--- src/rtl/manycore_run_controller_pkg.sv ---
// Shared definitions for the many-core run controller: controller phases and
// the status encoding that the processor core also decodes.
package manycore_pkg;

  typedef enum logic [1:0] {
    ST_IDLE  = 2'b00,
    ST_RESET = 2'b01,
    ST_RUN   = 2'b10,
    ST_DONE  = 2'b11
  } state_e;

  localparam logic [1:0] STATUS_IDLE  = 2'b00;
  localparam logic [1:0] STATUS_RESET = 2'b01;
  localparam logic [1:0] STATUS_RUN   = 2'b10;
  localparam logic [1:0] STATUS_DONE  = 2'b11;

endpackage

--- src/rtl/manycore_run_controller_counter.sv ---
// 32-bit saturating run-cycle counter with a watchdog compare.
// expire pulses in the enabled cycle whose increment would make the count
// equal to a nonzero limit, so a run with limit L lasts exactly L cycles.
module run_cycle_counter #(
  parameter int TIMEOUT_W = 16
) (
  input  logic                 clock,
  input  logic                 rst_n,
  input  logic                 clear,
  input  logic                 enable,
  input  logic [TIMEOUT_W-1:0] limit,
  output logic [31:0]          count,
  output logic                 expire
);

  // Compare width wide enough for both count+1 and the limit.
  localparam int CW = ((TIMEOUT_W > 32) ? TIMEOUT_W : 32) + 1;

  logic [31:0]   count_q, count_d;
  logic [CW-1:0] next_ext_s;
  logic [CW-1:0] limit_ext_s;

  // Next count (clear wins, saturate at all-ones) and watchdog compare.
  always_comb begin
    count_d     = count_q;
    expire      = 1'b0;
    next_ext_s  = CW'(count_q) + CW'(1);
    limit_ext_s = CW'(limit);
    if (clear) begin
      count_d = 32'd0;
    end else if (enable && (count_q != 32'hFFFF_FFFF)) begin
      count_d = count_q + 32'd1;
    end else begin
      count_d = count_q;
    end
    if (enable && (limit != '0) && (next_ext_s == limit_ext_s)) begin
      expire = 1'b1;
    end else begin
      expire = 1'b0;
    end
  end

  // Count register.
  always_ff @(posedge clock or negedge rst_n) begin
    if (!rst_n) begin
      count_q <= 32'd0;
    end else begin
      count_q <= count_d;
    end
  end

  assign count = count_q;

endmodule

--- src/rtl/manycore_run_controller.sv ---
// Run controller for an N-core machine: detects the start edge, latches the
// core subset and watchdog limit, sequences IDLE/RESET/RUN/DONE and keeps
// per-run finish and cycle statistics. All outputs come straight from flops.
module manycore_run_controller
  import manycore_pkg::*;
#(
  parameter int NUM_CORES  = 4,
  parameter int RST_CYCLES = 2,
  parameter int TIMEOUT_W  = 16
) (
  input  logic                 clock,
  input  logic                 rst_n,
  input  logic                 start_process,
  input  logic [NUM_CORES-1:0] core_mask,
  input  logic [NUM_CORES-1:0] end_process,
  input  logic [TIMEOUT_W-1:0] timeout_limit,
  output logic [NUM_CORES-1:0] core_rst,
  output logic [1:0]           status,
  output logic                 busy,
  output logic                 done,
  output logic                 timed_out,
  output logic [NUM_CORES-1:0] finished_mask,
  output logic [31:0]          cycle_count
);

  localparam int RW = (RST_CYCLES > 1) ? $clog2(RST_CYCLES) : 1;

  state_e               state_q, state_d;
  logic                 start_prev_q;
  logic [RW-1:0]        rst_cnt_q, rst_cnt_d;
  logic [NUM_CORES-1:0] active_mask_q, active_mask_d;
  logic [TIMEOUT_W-1:0] limit_q, limit_d;
  logic [NUM_CORES-1:0] finished_q, finished_d;
  logic                 timed_out_q, timed_out_d;
  logic [NUM_CORES-1:0] core_rst_q, core_rst_d;
  logic [1:0]           status_q, status_d;
  logic                 busy_q, busy_d;
  logic                 done_q, done_d;

  logic                 start_edge_s;
  logic                 cnt_clear_s;
  logic                 cnt_en_s;
  logic                 expire_s;
  logic [NUM_CORES-1:0] fin_next_s;

  assign start_edge_s = start_process & ~start_prev_q;

  run_cycle_counter #(
    .TIMEOUT_W(TIMEOUT_W)
  ) u_counter (
    .clock (clock),
    .rst_n (rst_n),
    .clear (cnt_clear_s),
    .enable(cnt_en_s),
    .limit (limit_q),
    .count (cycle_count),
    .expire(expire_s)
  );

  // Next-state, run bookkeeping and the registered-output decode of the next state.
  always_comb begin
    state_d       = state_q;
    rst_cnt_d     = rst_cnt_q;
    active_mask_d = active_mask_q;
    limit_d       = limit_q;
    finished_d    = finished_q;
    timed_out_d   = timed_out_q;
    cnt_clear_s   = 1'b0;
    cnt_en_s      = 1'b0;
    fin_next_s    = finished_q | (end_process & active_mask_q);

    case (state_q)
      ST_IDLE, ST_DONE: begin
        if (start_edge_s && (core_mask != '0)) begin
          active_mask_d = core_mask;
          limit_d       = timeout_limit;
          finished_d    = '0;
          timed_out_d   = 1'b0;
          cnt_clear_s   = 1'b1;
          rst_cnt_d     = RW'(RST_CYCLES - 1);
          state_d       = ST_RESET;
        end else begin
          state_d = state_q;
        end
      end
      ST_RESET: begin
        if (rst_cnt_q == '0) begin
          state_d = ST_RUN;
        end else begin
          rst_cnt_d = rst_cnt_q - RW'(1);
        end
      end
      ST_RUN: begin
        cnt_en_s   = 1'b1;
        finished_d = fin_next_s;
        // Completion takes priority over a coincident watchdog expiry.
        if (fin_next_s == active_mask_q) begin
          timed_out_d = 1'b0;
          state_d     = ST_DONE;
        end else if (expire_s) begin
          timed_out_d = 1'b1;
          state_d     = ST_DONE;
        end else begin
          state_d = ST_RUN;
        end
      end
      default: begin
        state_d = ST_IDLE;
      end
    endcase

    case (state_d)
      ST_RESET: begin
        core_rst_d = '1;
        status_d   = STATUS_RESET;
        busy_d     = 1'b1;
        done_d     = 1'b0;
      end
      ST_RUN: begin
        core_rst_d = ~active_mask_d;
        status_d   = STATUS_RUN;
        busy_d     = 1'b1;
        done_d     = 1'b0;
      end
      ST_DONE: begin
        core_rst_d = '1;
        status_d   = STATUS_DONE;
        busy_d     = 1'b0;
        done_d     = 1'b1;
      end
      default: begin
        core_rst_d = '1;
        status_d   = STATUS_IDLE;
        busy_d     = 1'b0;
        done_d     = 1'b0;
      end
    endcase
  end

  // State, run context and output registers; start history resets high.
  always_ff @(posedge clock or negedge rst_n) begin
    if (!rst_n) begin
      state_q       <= ST_IDLE;
      start_prev_q  <= 1'b1;
      rst_cnt_q     <= '0;
      active_mask_q <= '0;
      limit_q       <= '0;
      finished_q    <= '0;
      timed_out_q   <= 1'b0;
      core_rst_q    <= '1;
      status_q      <= STATUS_IDLE;
      busy_q        <= 1'b0;
      done_q        <= 1'b0;
    end else begin
      state_q       <= state_d;
      start_prev_q  <= start_process;
      rst_cnt_q     <= rst_cnt_d;
      active_mask_q <= active_mask_d;
      limit_q       <= limit_d;
      finished_q    <= finished_d;
      timed_out_q   <= timed_out_d;
      core_rst_q    <= core_rst_d;
      status_q      <= status_d;
      busy_q        <= busy_d;
      done_q        <= done_d;
    end
  end

  assign core_rst      = core_rst_q;
  assign status        = status_q;
  assign busy          = busy_q;
  assign done          = done_q;
  assign timed_out     = timed_out_q;
  assign finished_mask = finished_q;

endmodule

--- config.mk ---
export PLATFORM = sky130hd
export DESIGN_NAME = manycore_run_controller
export DESIGN_NICKNAME = d
export VERILOG_FILES = /design/src/rtl/manycore_run_controller_pkg.sv /design/src/rtl/manycore_run_controller_counter.sv /design/src/rtl/manycore_run_controller.sv
export SDC_FILE = /design/constraint.sdc
export NUM_CORES = 1
export LEC_CHECK = 0
export CORE_ASPECT_RATIO = 0.7
export CORE_MARGIN = 2
export CORE_UTILIZATION = 57
export CTS_CLUSTER_SIZE = 30
export DETAILED_ROUTE_END_ITERATION = 8
export GPL_TIMING_DRIVEN = 0
export PLACE_DENSITY = 0.86
export SYNTH_ARGS = -nofsm -noshare
export SYNTH_HDL_FRONTEND = slang
export SYNTH_SLANG_ARGS = --single-unit
--- constraint.sdc ---
create_clock -name clock -period 5.43 [get_ports clock]
set_clock_uncertainty 0.1 [all_clocks]
set_input_delay 0.8145 -clock clock [delete_from_list [all_inputs] [get_ports clock]]
set_output_delay 0.8145 -clock clock [all_outputs]
set_load 0.01 [all_outputs]
==> out/summary.txt, run 1 <==
r2r setup slk = 1.54 ns
top-area cell type share of the netlist area = 0.390
die height = 74.4 um
top-count cell post-synth = nand2_1
Sequential cell area = 1710 um^2
synthesized flop and latch total = 68
Core Region = 6820 um^2
Worst EP required = 5.58 ns
synthesized area = 4040 um^2
total routed wirelength = 10.8 mm
Vias/cell = 5.99
port buffer count = 71
fin nets = 581
critical path peak fanout = 10
fin cells = 647
Commonest cells post-synth = nand2_1 (86), dfrtp_1 (63), nor2_1 (47)
global-route wire length before repair = 18.1 mm
total global-route track usage = 0.295
largest cells by area after synthesis = dfrtp_1 (39%), nand2_1 (8.0%), xnor2_1 (6.3%), xor2_1 (4.6%), nor2_1 (4.4%)
DR WL/cell = 16.8 um
distinct cell type count after synthesis = 62
post-synthesis sequential area ratio = 0.423
Hold Crit Class = register to register
Area Overhead vs Synth = 26.0%
Syn Nets = 499
post-CTS resize count = 0
Worst Setup SP = u_counter.count[0]$_DFFE_PN0P_
Power Density = 408 nW/um^2
status = finished, final reports clean
CTS H-tree lvls = 3
Worst R2R End = status[1]$_DFF_PN0_
CP Data Arrival Time = 4.04 ns
post-synth top area cell = dfrtp_1
placed cell count = 631
Root Driver = clkbuf_8
post-route ant nets = 0
clock network latency to the later pin of the worst-skew pair = 0.35 ns
die area = 7780 um^2
CP Capture Type = register
r2r startpoint = u_counter.count[0]$_DFFE_PN0P_
total number of vias = 3,876
final hold violation count = 0
initial antenna violation count = 0
CP startpoint kind = register
vias in the first global route = 3,647
DP HPWL = 8.06 mm
max cap viols = 0
hold slack = 0.436 ns
# fillers = 531
number of detailed-route iterations in the first pass = 5
final worst-path cycle share = 0.716
cts bufs inserted = 9
clk sinks = 68
RSZ-0062 raised after global routing = no
DRT iter0 DRCs = 428
Worst slew margin = 0.439
Synth async-reset ratio = 1.00
worst-margin pin slew = 0.841 ns
Main synth FF type = dfrtp_1
worst IR drop on VDD = 0.248 mV
Tot Pwr = 0.00208 W
Die X = 105 um
area of the multi-input gates = 2140 um^2
Pleak = 2.11 nW
I/O Pins = 72
Tmin final = 3.89 ns
CTS tree = built
Gate Count Post-Synth = 466
worst reg2reg path depth = 13
FMAX = 257 MHz
Rows = 25
Final setup viols = 0
Sum Neg Setup Slack = 0 ns
Placer Congestion = 0.933
CP Class = register to register
post-CTS setup buffers = 0
Diodes inserted = 0
EDFF count, synth = 0
Setup crit end = status[1]$_DFF_PN0_
grt ovf = 0
largest net degree at the start of global routing = 69
Hold-fix buffers, CTS = 0
DRC viols = 0
layout cells sized above 1 = 0.0759
synthesized area per cell = 8.66 um^2
clock-pin slew on the worst setup and hold paths = 0.08 ns
Initial Utilization = 0.592
Yosys Warn Count = 0
Final Max Slew Viols = 0
Clock Path Buffers = 2
[cells by family after synthesis]
logic type      Yosys count  synth area share
fa+ha+maj                 6            0.0186
flops                    68             0.423
xor+xnor                 50             0.108
compound gates           75             0.125
simple gates            218             0.269
mux                       3           0.00775
buf+inv                  46            0.0477
[stage by stage]
step | cell area [um^2] | utilization | worst slack, ns
floorplan | 4040 | - | 2.11
global placement | 4870 | 0.714 | 1.26
detailed placement | 4860 | 0.713 | 1.56
CTS | 5090 | 0.746 | 1.56
global route | 5090 | 0.746 | 1.29
finish | 5090 | 0.746 | 1.54
[metal layers]
metal | GRT usage | up-vias | wire [um] | part of all wire
met4 | 0.0726 | 0 | 161 | 0.015
met5 | 0 | - | 0 | 0
met2 | 0.468 | 202 | 4850 | 0.45
met1 | 0.424 | 1865 | 4930 | 0.46
li1 | - | 1779 | - | -
met3 | 0.0605 | 30 | 892 | 0.082
[power breakdown]
part | switching [W] | total (W) | internal, W
clock network | 0.000209 | 0.000470 | 0.000261
registers | 0.000155 | 0.000796 | 0.000641
logic | 0.000457 | 0.000812 | 0.000355
[state kept, by name (all words and copies together) (netlist names)]
signal	flops
rst_cnt_q	1
core_rst	4
u_counter.count	32
finished_mask	4
start_prev_q	1
busy	1
timed_out	1
active_mask_q	4
state_q	2
limit_q	16
done	1
status	1
[critical path: stages (launching register included)]
cell and delay (ns):
dfrtp_1 0.56, ha_1 0.30, nand3_2 0.20, or4_1 0.46
buf_2 0.20, nor3_1 0.29, nand3_1 0.11, a221o_1 0.42
nor4_4 0.31, nand2b_1 0.13, a31o_1 0.26, ha_1 0.28
nor2_1 0.12, nor2_1 0.04
[worst min-delay path by stage]
| stage | from | slack, ns | endpoint | cells past startpoint |
|---|---|---|---|---|
| after floorplan | rst_cnt_q$_DFFE_PN0P_ | 0.37 | rst_cnt_q$_DFFE_PN0P_ | 2 |
| after global placement | rst_cnt_q$_DFFE_PN0P_ | 0.39 | rst_cnt_q$_DFFE_PN0P_ | 2 |
| after detailed placement | rst_cnt_q$_DFFE_PN0P_ | 0.41 | rst_cnt_q$_DFFE_PN0P_ | 2 |
| after CTS | rst_cnt_q$_DFFE_PN0P_ | 0.43 | rst_cnt_q$_DFFE_PN0P_ | 2 |
| after global routing | rst_cnt_q$_DFFE_PN0P_ | 0.47 | rst_cnt_q$_DFFE_PN0P_ | 2 |
| final | rst_cnt_q$_DFFE_PN0P_ | 0.44 | rst_cnt_q$_DFFE_PN0P_ | 2 |
[cell type report]
class,instances,share of cell area
Clock inverter,7,0.0194
Sequential cell,68,0.336
Timing Repair Buffer,71,0.139
Clock buffer,9,0.0244
Tap cell,94,0.0231
Buffer,28,0.0246
Inverter,18,0.0133
Multi-Input combinational cell,352,0.420
[layout by cell type, fill, tap and decap left out, drive strengths merged, types with 6 or more instances in the layout]
cell type and instances:
ha 6, xnor2 29, o21ai 17, nor3 13, clkbuf 26, nor2 47, inv 19, a21oi 16
xor2 21, nand3 17, nand4 11, nand2 86, clkdlybuf4s50 70, buf 12, nor4 10, and3 7
dfrtp 63, or3 6
Power figures use the tool's default switching activity.
==> inputs of run 2 (changes only) <==
--- a/config.mk
+++ b/config.mk
@@ -7,11 +7,11 @@
 export LEC_CHECK = 0
 export CORE_ASPECT_RATIO = 0.7
 export CORE_MARGIN = 2
-export CORE_UTILIZATION = 57
+export CORE_UTILIZATION = 48
 export CTS_CLUSTER_SIZE = 30
 export DETAILED_ROUTE_END_ITERATION = 8
 export GPL_TIMING_DRIVEN = 0
-export PLACE_DENSITY = 0.86
+export PLACE_DENSITY = 0.77
 export SYNTH_ARGS = -nofsm -noshare
 export SYNTH_HDL_FRONTEND = slang
 export SYNTH_SLANG_ARGS = --single-unit
==> constraint.sdc (replaced) <==
create_clock -name clock -period 3.45 [get_ports clock]
set_clock_uncertainty 0.1 [all_clocks]
set_input_delay 0.5175 -clock clock [delete_from_list [all_inputs] [get_ports clock]]
set_output_delay 0.5175 -clock clock [all_outputs]
set_load 0.01 [all_outputs]
==> run 2 against run 1 <==
  * Largest power group unchanged
  * Highest routed layer unchanged
  * Utilization down 7.3 points
  * Critical path depth stayed put
  * Final cell count up 2.8%
  * Final area grew 5.9%
  * Critical path type unchanged
==> out/summary.txt, run 2 (synthesis results as in run 1) <==
final worst-path cycle share = 0.984
clk sinks = 68
Post-DP Area = 4870 um^2
DP HPWL = 8.00 mm
Clock Path Buffers = 2
Placer Congestion = 0.892
Worst slew margin = 0.429
Final Max Slew Viols = 0
max FFs per register = 32
Area Overhead vs Synth = 33.4%
Max stage delay on crit path = 0.57 ns
Power Density = 656 nW/um^2
Sequential cell area = 1720 um^2
commonest non-fill, non-tap cells in the layout = nand2_1 (86), clkdlybuf4s50_1 (70), dfrtp_1 (56)
worst IR drop on VDD = 0.357 mV
die height = 80.7 um
largest net degree at the start of global routing = 69
cts bufs inserted = 9
Root Driver = clkbuf_16
Worst EP required = 3.58 ns
Tmin final = 3.39 ns
Sum Neg Setup Slack = 0 ns
area of the multi-input gates = 2230 um^2
Tot Pwr = 0.00353 W
number of detailed-route iterations in the first pass = 6
Initial Utilization = 0.504
Final setup viols = 0
# fillers = 654
design area = 5390 um^2
CP Class = register to register
initial antenna violation count = 0
CP Data Arrival Time = 3.53 ns
port buffer count = 71
final hold violation count = 0
CTS H-tree lvls = 3
total number of vias = 3,800
Worst R2R End = status[1]$_DFF_PN0_
hold slack = 0.198 ns
Hold Crit Class = primary input to async pin
CP startpoint kind = register
final core occ = 0.673
r2r startpoint = u_counter.count[10]$_DFFE_PN0P_
worst-margin pin slew = 0.856 ns
DRT iter0 DRCs = 286
Core Region = 8010 um^2
total global-route track usage = 0.259
Vias/cell = 5.71
total routed wirelength = 11.3 mm
worst reg2reg path depth = 13
Diodes inserted = 0
FMAX = 295 MHz
fin nets = 592
crit-path cells = buf_4 > nand4_4 > or4_1 > buf_4 > nor2_2 > xnor2_1 > o2111ai_2 > nor4_4 > nand2b_4 > a31o_1 > ha_2 > nor2_1 > nor2_1
post-route ant nets = 0
CP Capture Type = register
vias in the first global route = 3,575
Rows = 27
r2r setup slk = 0.06 ns
grt ovf = 0
die area = 9170 um^2
CTS tree = built
layout cells sized above 1 = 0.126
most common cell after layout, fill and taps aside = nand2_1
status = finished, final reports clean
Worst path slowest cell = or4_1
clock-pin slew on the worst setup and hold paths = 0.05 ns
clock network latency to the later pin of the worst-skew pair = 0.34 ns
DR WL/cell = 17.0 um
DRC viols = 0
Pleak = 2.26 nW
critical path peak fanout = 9
global-route wire length before repair = 18.2 mm
max cap viols = 0
I/O Pins = 72
Die X = 114 um
==> run 2: cell count changes in the layout (fill, tap and decap cells not counted), moves of 3 or more <==
cell and change:
buf_6 +3, clkbuf_16 +9, dfrtp_2 +7, dfrtp_1 -7, clkbuf_8 -8, buf_2 -6, buf_4 +16
==> run 2: worst max path at each step <==
| stage | cells after the start | slack (ns) | endpoint | start |
|---|---|---|---|---|
| CTS | 13 | 0.006 | status[1]$_DFF_PN0_ | u_counter.count[9]$_DFFE_PN0P_ |
| finish | 13 | 0.06 | status[1]$_DFF_PN0_ | u_counter.count[10]$_DFFE_PN0P_ |
| detailed placement | 13 | -0.40 | status[1]$_DFF_PN0_ | u_counter.count[0]$_DFFE_PN0P_ |
| floorplan | 13 | 0.13 | status[1]$_DFF_PN0_ | u_counter.count[0]$_DFFE_PN0P_ |
| global route | 13 | -0.04 | status[1]$_DFF_PN0_ | u_counter.count[11]$_DFFE_PN0P_ |
| global placement | 1 | -0.44 | u_counter.count[13]$_DFFE_PN0P_ | rst_n |
==> run 2: layout make-up <==
cell class	count	share of cell area
plain buffers	26	0.0269
clock inverters	4	0.00906
inverters	18	0.0125
well taps	101	0.0235
clock buffers	12	0.0458
repair buffers	84	0.150
multi-input cells	352	0.414
flip-flops and latches	68	0.319
==> run 2: critical path, delay by kind of cell (launching register included) <==
kind                       cells  cell delay (ns)
and+or+nand+nor                7             1.51
AOI/OAI and AO/OA              2             0.49
buffers and inverters          2             0.40
DFF                            1             0.34
adders and majority gates      1             0.23
xor gates and xnor gates       1             0.22
==> run 2: through the flow <==
stage               std cells  setup WS [ns]
floorplan                 466          0.132
global placement          638         -0.438
detailed placement        638         -0.397
CTS                       661        0.00582
global route              665        -0.0353
finish                    665         0.0567
==> run 2: layer usage <==
| layer | wire, um | track usage | part of all wire |
|---|---|---|---|
| met1 | 5250 | 0.376 | 0.46 |
| met2 | 5050 | 0.390 | 0.45 |
| met3 | 827 | 0.0567 | 0.073 |
| met4 | 174 | 0.0817 | 0.015 |
| met5 | 0 | 0 | 0 |
==> run 2: repair_timing <==
action                                  4_1_cts  5_1_grt
pin swaps                                     3       10
buffers inserted                              7        6
endpoints found under the setup margin        7        7
gates resized for setup                      18       17
hold endpoints to repair                      0        0
hold buffers                                  0        0
==> run 2: power by group <==
part	internal, W	switching [W]	total [W]
clock	0.000578	0.000345	0.000923
combinational	0.000599	0.000754	0.00135
sequential	0.00101	0.000242	0.00126
total	0.00219	0.00134	0.00353
==> variant 1, RTL diff (flow settings as in run 1) <==
`RST_CYCLES`: 2 -> 4.
--- a/src/rtl/manycore_run_controller.sv
+++ b/src/rtl/manycore_run_controller.sv
@@ -5,7 +5,7 @@
   import manycore_pkg::*;
 #(
   parameter int NUM_CORES  = 4,
-  parameter int RST_CYCLES = 2,
+  parameter int RST_CYCLES = 4,
   parameter int TIMEOUT_W  = 16
 ) (
   input  logic                 clock,
Check against the original RTL: not equivalent (Yosys sat finds a counterexample within 10 cycles, from zero or initial values and one cycle with rst_n low).
==> variant 1 against run 1 <==
Synthesized cell count is 3.9% higher. Highest routed layer unchanged. First-iteration DRC count fell by 11%. Wire length decreased by 0.46%. Sequential power fell by 10%. Total power is 14% lower. Via count grew 1.1%. Worst setup slack improved by 46 ps. Area after synthesis up 2.9%. Sequential cell count up 1. Cell area up 2.6%. Largest cell class unchanged. Sequential share of layout area fell by 0.37 points.
==> variant 1: results (changes against run 1) <==
| Metric | Value |
|---|---|
| Outcome | `finished, final reports clean` |
| Resized cells post-CTS | `0 (unchanged)` |
| Global-route wire length before repair | `17.3 mm (-4.6%)` |
| Peak supply drop | `0.261 mV (+5.4%)` |
| GR Util met2 | `43.7% (-3.1 points)` |
| Post-synth top cells | `nand2_1, dfrtp_1, nor2_1` |
| CP peak stage delay | `840 ps (+280 ps)` |
| Actual slew at the worst max-slew pin | `1010 ps (+174 ps)` |
| Initial DRC count | `382 (-11%)` |
| Initial antenna violation count | `0 (unchanged)` |
| Worst EP arrival | `4000 ps (-40 ps)` |
| Max stage delay cell, worst path | `nor4_1` |
| Cells after DPL | `653 (+3.5%)` |
| Final nets | `600 (+3.3%)` |
| Crit-path max FO | `7 (-3)` |
| Fill count | `548 (+3.2%)` |
| Ant diodes | `0 (unchanged)` |
| Largest net degree at the start of global routing | `70 (+1.4%)` |
| Share of cells above drive strength 1 | `8.23% (+0.64 points)` |
| Number of global-route vias before repair | `3533 (-3.1%)` |
| Synth unique cells | `52 (-16%)` |
| Non-filler cells, final | `669 (+3.4%)` |
| GRT met3 Usage | `7.53% (+1.5 points)` |
| GR Util met1 | `38.8% (-3.6 points)` |
| Syn Nets | `518 (+3.8%)` |
| Register area share after synthesis | `41.7% (-0.61 points)` |
| DPL Wire Length | `7.87 mm (-2.4%)` |
| Synth top area cells | `dfrtp_1, nand2_1, xnor2_1` |
| Reg2reg setup slack | `1590 ps (+50 ps)` |
| Leakage power | `2.20 nW (+4.1%)` |
| Post-Synthesis Cells | `484 (+3.9%)` |
| GR Util All Layers | `27.8% (-1.7 points)` |
| Gpl congestion | `0.919 (-1.5%)` |
| DRT Wirelength | `10.8 mm (-0.46%)` |
| Vias/cell | `5.86 (-2.2%)` |
==> variant 1: area by class of cell <==
class	instances	area, um^2	area share (%)
Tap cell	98	123	2.35
Clock buffer	10	138	2.64
Buffer	32	198	3.79
Sequential cell	69	1730	33.2
Inverter	15	56.3	1.08
Multi-Input combinational cell	368	2170	41.6
Clock inverter	6	93.8	1.80
Timing Repair Buffer	71	708	13.6
==> variant 1: final timing paths <==
check	start	endpoint	depth (start not counted)
worst max register to register	u_counter.count[0]	status[1]	12
max in group asynchronous	rst_n	u_counter.count[5]	1
worst min-delay path	limit_q[5]	limit_q[5]	2
min in group asynchronous	rst_n	rst_cnt_q[0]	1
worst min register to register	limit_q[5]	limit_q[5]	2
worst max-delay path	u_counter.count[0]	status[1]	12
==> variant 1: kinds of logic after synthesis <==
group,Yosys count,share of synthesized area [%]
compound gates,63,10.1
simple gates,241,27.9
flops,69,41.7
mux,2,0.512
fa+ha+maj,7,2.11
buf+inv,47,6.11
xor+xnor,55,11.6
==> variant 1: report_power, final <==
group | leakage (nW) | internal (mW) | switching [mW]
sequential | 0.904 | 0.613 | 0.101
clock | 0.113 | 0.275 | 0.212
combinational | 1.18 | 0.250 | 0.330
==> variant 1: per-layer routing <==
layer / vias up / share of wire, %
met2: 228 / 45
met3: 26 / 9.2
met1: 1835 / 44
met5: - / 0
li1: 1831 / -
met4: 0 / 1.7
==> variant 1: per-stage QoR <==
step | hold slack (ps) | worst slack, ps | total power, mW | area [um^2] | utilization, %
final | 443 | 1590 | 1.78 | 5220 | 72.6
after global routing | 470 | 1280 | 1.89 | 5220 | 72.6
after CTS | 436 | 1690 | 1.78 | 5220 | 72.6
after detailed placement | 417 | 1740 | 1.29 | 4990 | 69.4
after global placement | 410 | 1210 | 1.25 | 4990 | 69.4
after floorplan | 388 | 2260 | 1.08 | 4160 | -
==> variant 1: worst reg2reg max path, delay by kind of cell, from the launching register on <==
family / cells / cell delay [ps]
and+or+nand+nor: 7 / 1720
adders and majority gates: 2 / 560
AOI/OAI and AO/OA: 2 / 770
DFF: 1 / 500
buffers and inverters: 1 / 100
==> variant 2, RTL diff (config.mk and constraints of run 1) <==
Made on the original files. The 4 states of `state_e` get a one-hot encoding in 4 bits.
--- a/src/rtl/manycore_run_controller_pkg.sv
+++ b/src/rtl/manycore_run_controller_pkg.sv
@@ -2,11 +2,11 @@
 // the status encoding that the processor core also decodes.
 package manycore_pkg;
 
-  typedef enum logic [1:0] {
-    ST_IDLE  = 2'b00,
-    ST_RESET = 2'b01,
-    ST_RUN   = 2'b10,
-    ST_DONE  = 2'b11
+  typedef enum logic [3:0] {
+    ST_IDLE  = 4'b0001,
+    ST_RESET = 4'b0010,
+    ST_RUN   = 4'b0100,
+    ST_DONE  = 4'b1000
   } state_e;
 
   localparam logic [1:0] STATUS_IDLE  = 2'b00;
Formal check against the unedited RTL: no difference found for any inputs over 10 cycles, from zero or initial values and one cycle with rst_n low; not proved beyond that.
==> variant 2 against run 1 <==
Cell area is 7.7% higher. Critical endpoint is now u_counter.count[20]. Area after synthesis is 9.4% higher. Worst setup slack better by 110 ps. Wire length is 24% higher. Critical path depth is 4 lower. Sequential cell count is 3 higher. Count of clock-buffer cells in the layout stayed put.
Power is not compared: it rests on default switching activity, and its combinational part moved more than twofold at a synthesized area within 25%.
==> variant 2: results (changes against run 1) <==
| Metric | Value |
|---|---|
| Hold Crit Start | `limit_q[2]` |
| Post-synthesis compound-gate area fraction | `17.6% (+5.1 points)` |
| Gpl congestion | `0.958 (+2.7%)` |
| Fraction of synthesized area in multiplexers | `0.708% (-0.067 points)` |
| Clk_lat worst skew | `370 ps (+20 ps)` |
| Vias/cell | `6.31 (+5.4%)` |
| Wire length on met2 | `6.04 mm (+24%)` |
| Outcome | `finished, final reports clean` |
| Multi-input gate area | `2360 um^2 (+10%)` |
| Max stage delay cell, worst path | `nor4_1` |
| Layout non-clock buf frac | `17.0% (+0.64 points)` |
| Synth Area in Adders | `0.510% (-1.3 points)` |
| Worst EP arrival | `3920 ps (-120 ps)` |
| Reg-to-Reg End | `u_counter.count[20]` |
| Seq area share | `32.6% (-0.99 points)` |
| CP peak stage delay | `620 ps (+60 ps)` |
| GR Util met1 | `47.8% (+5.4 points)` |
| Layout area overhead | `23.9%` |
| R2R cell count | `9 (-4)` |
| Reg2reg setup slack | `1650 ps (+110 ps)` |
| CTS sink cnt | `71 (+4.4%)` |
| Synth unique cells | `67 (+8.1%)` |
| Placed cell areas | `5250 um^2 (+7.9%)` |
| Syn Nets | `545 (+9.2%)` |
| GR Util met2 | `49.4% (+2.6 points)` |
| Final nets | `627 (+7.9%)` |
| Register area share after synthesis | `40.4% (-1.9 points)` |
| Metal-1 WL | `5.60 mm (+14%)` |
| Final clock-cell share | `4.14% (-0.24 points)` |
| Avg WL per Cell | `19.1 um (+14%)` |
| Fill count | `583 (+9.8%)` |
| Synth top area cells | `dfrtp_1, nand2_1, o21ai_0` |
| Share of cells above drive strength 1 | `9.60% (+2.0 points)` |
| Multi-input comb cells | `396 (+13%)` |
| GR Util All Layers | `32.9% (+3.4 points)` |
| Post-synth top cells | `nand2_1, dfrtp_1, o21ai_0` |
| Worst hold endpoint | `limit_q[2]` |
| Non-clk bufs | `108 (+9.1%)` |
-- variant 2: cell types whose count changed after synthesis, sizes merged, moves of 8 or more --
cell and change:
xnor2 -13, xor2 -8, nand3 +8, nand4 +10
o21ai +26
-- variant 2: per-stage QoR --
| step | hold WS (ps) | setup slack, ps | std cells | power [mW] |
|---|---|---|---|---|
| CTS | 428 | 1870 | 702 | 1.34 |
| finish | 426 | 1650 | 702 | 1.35 |
| global route | 448 | 1550 | 702 | 1.40 |
| floorplan | 386 | 2720 | 517 | 0.766 |
| global placement | 392 | 1120 | 686 | 0.845 |
| detailed placement | 401 | 1650 | 686 | 0.856 |
-- variant 2: power groups by stage --
stage                     registers (mW)  logic, mW  clock network, mW
after global placement             0.634      0.210                  0
after floorplan                    0.622      0.143                  0
after CTS                          0.627      0.223              0.493
after detailed placement           0.637      0.219                  0
after global routing               0.636      0.247              0.514
final                              0.629      0.224              0.492
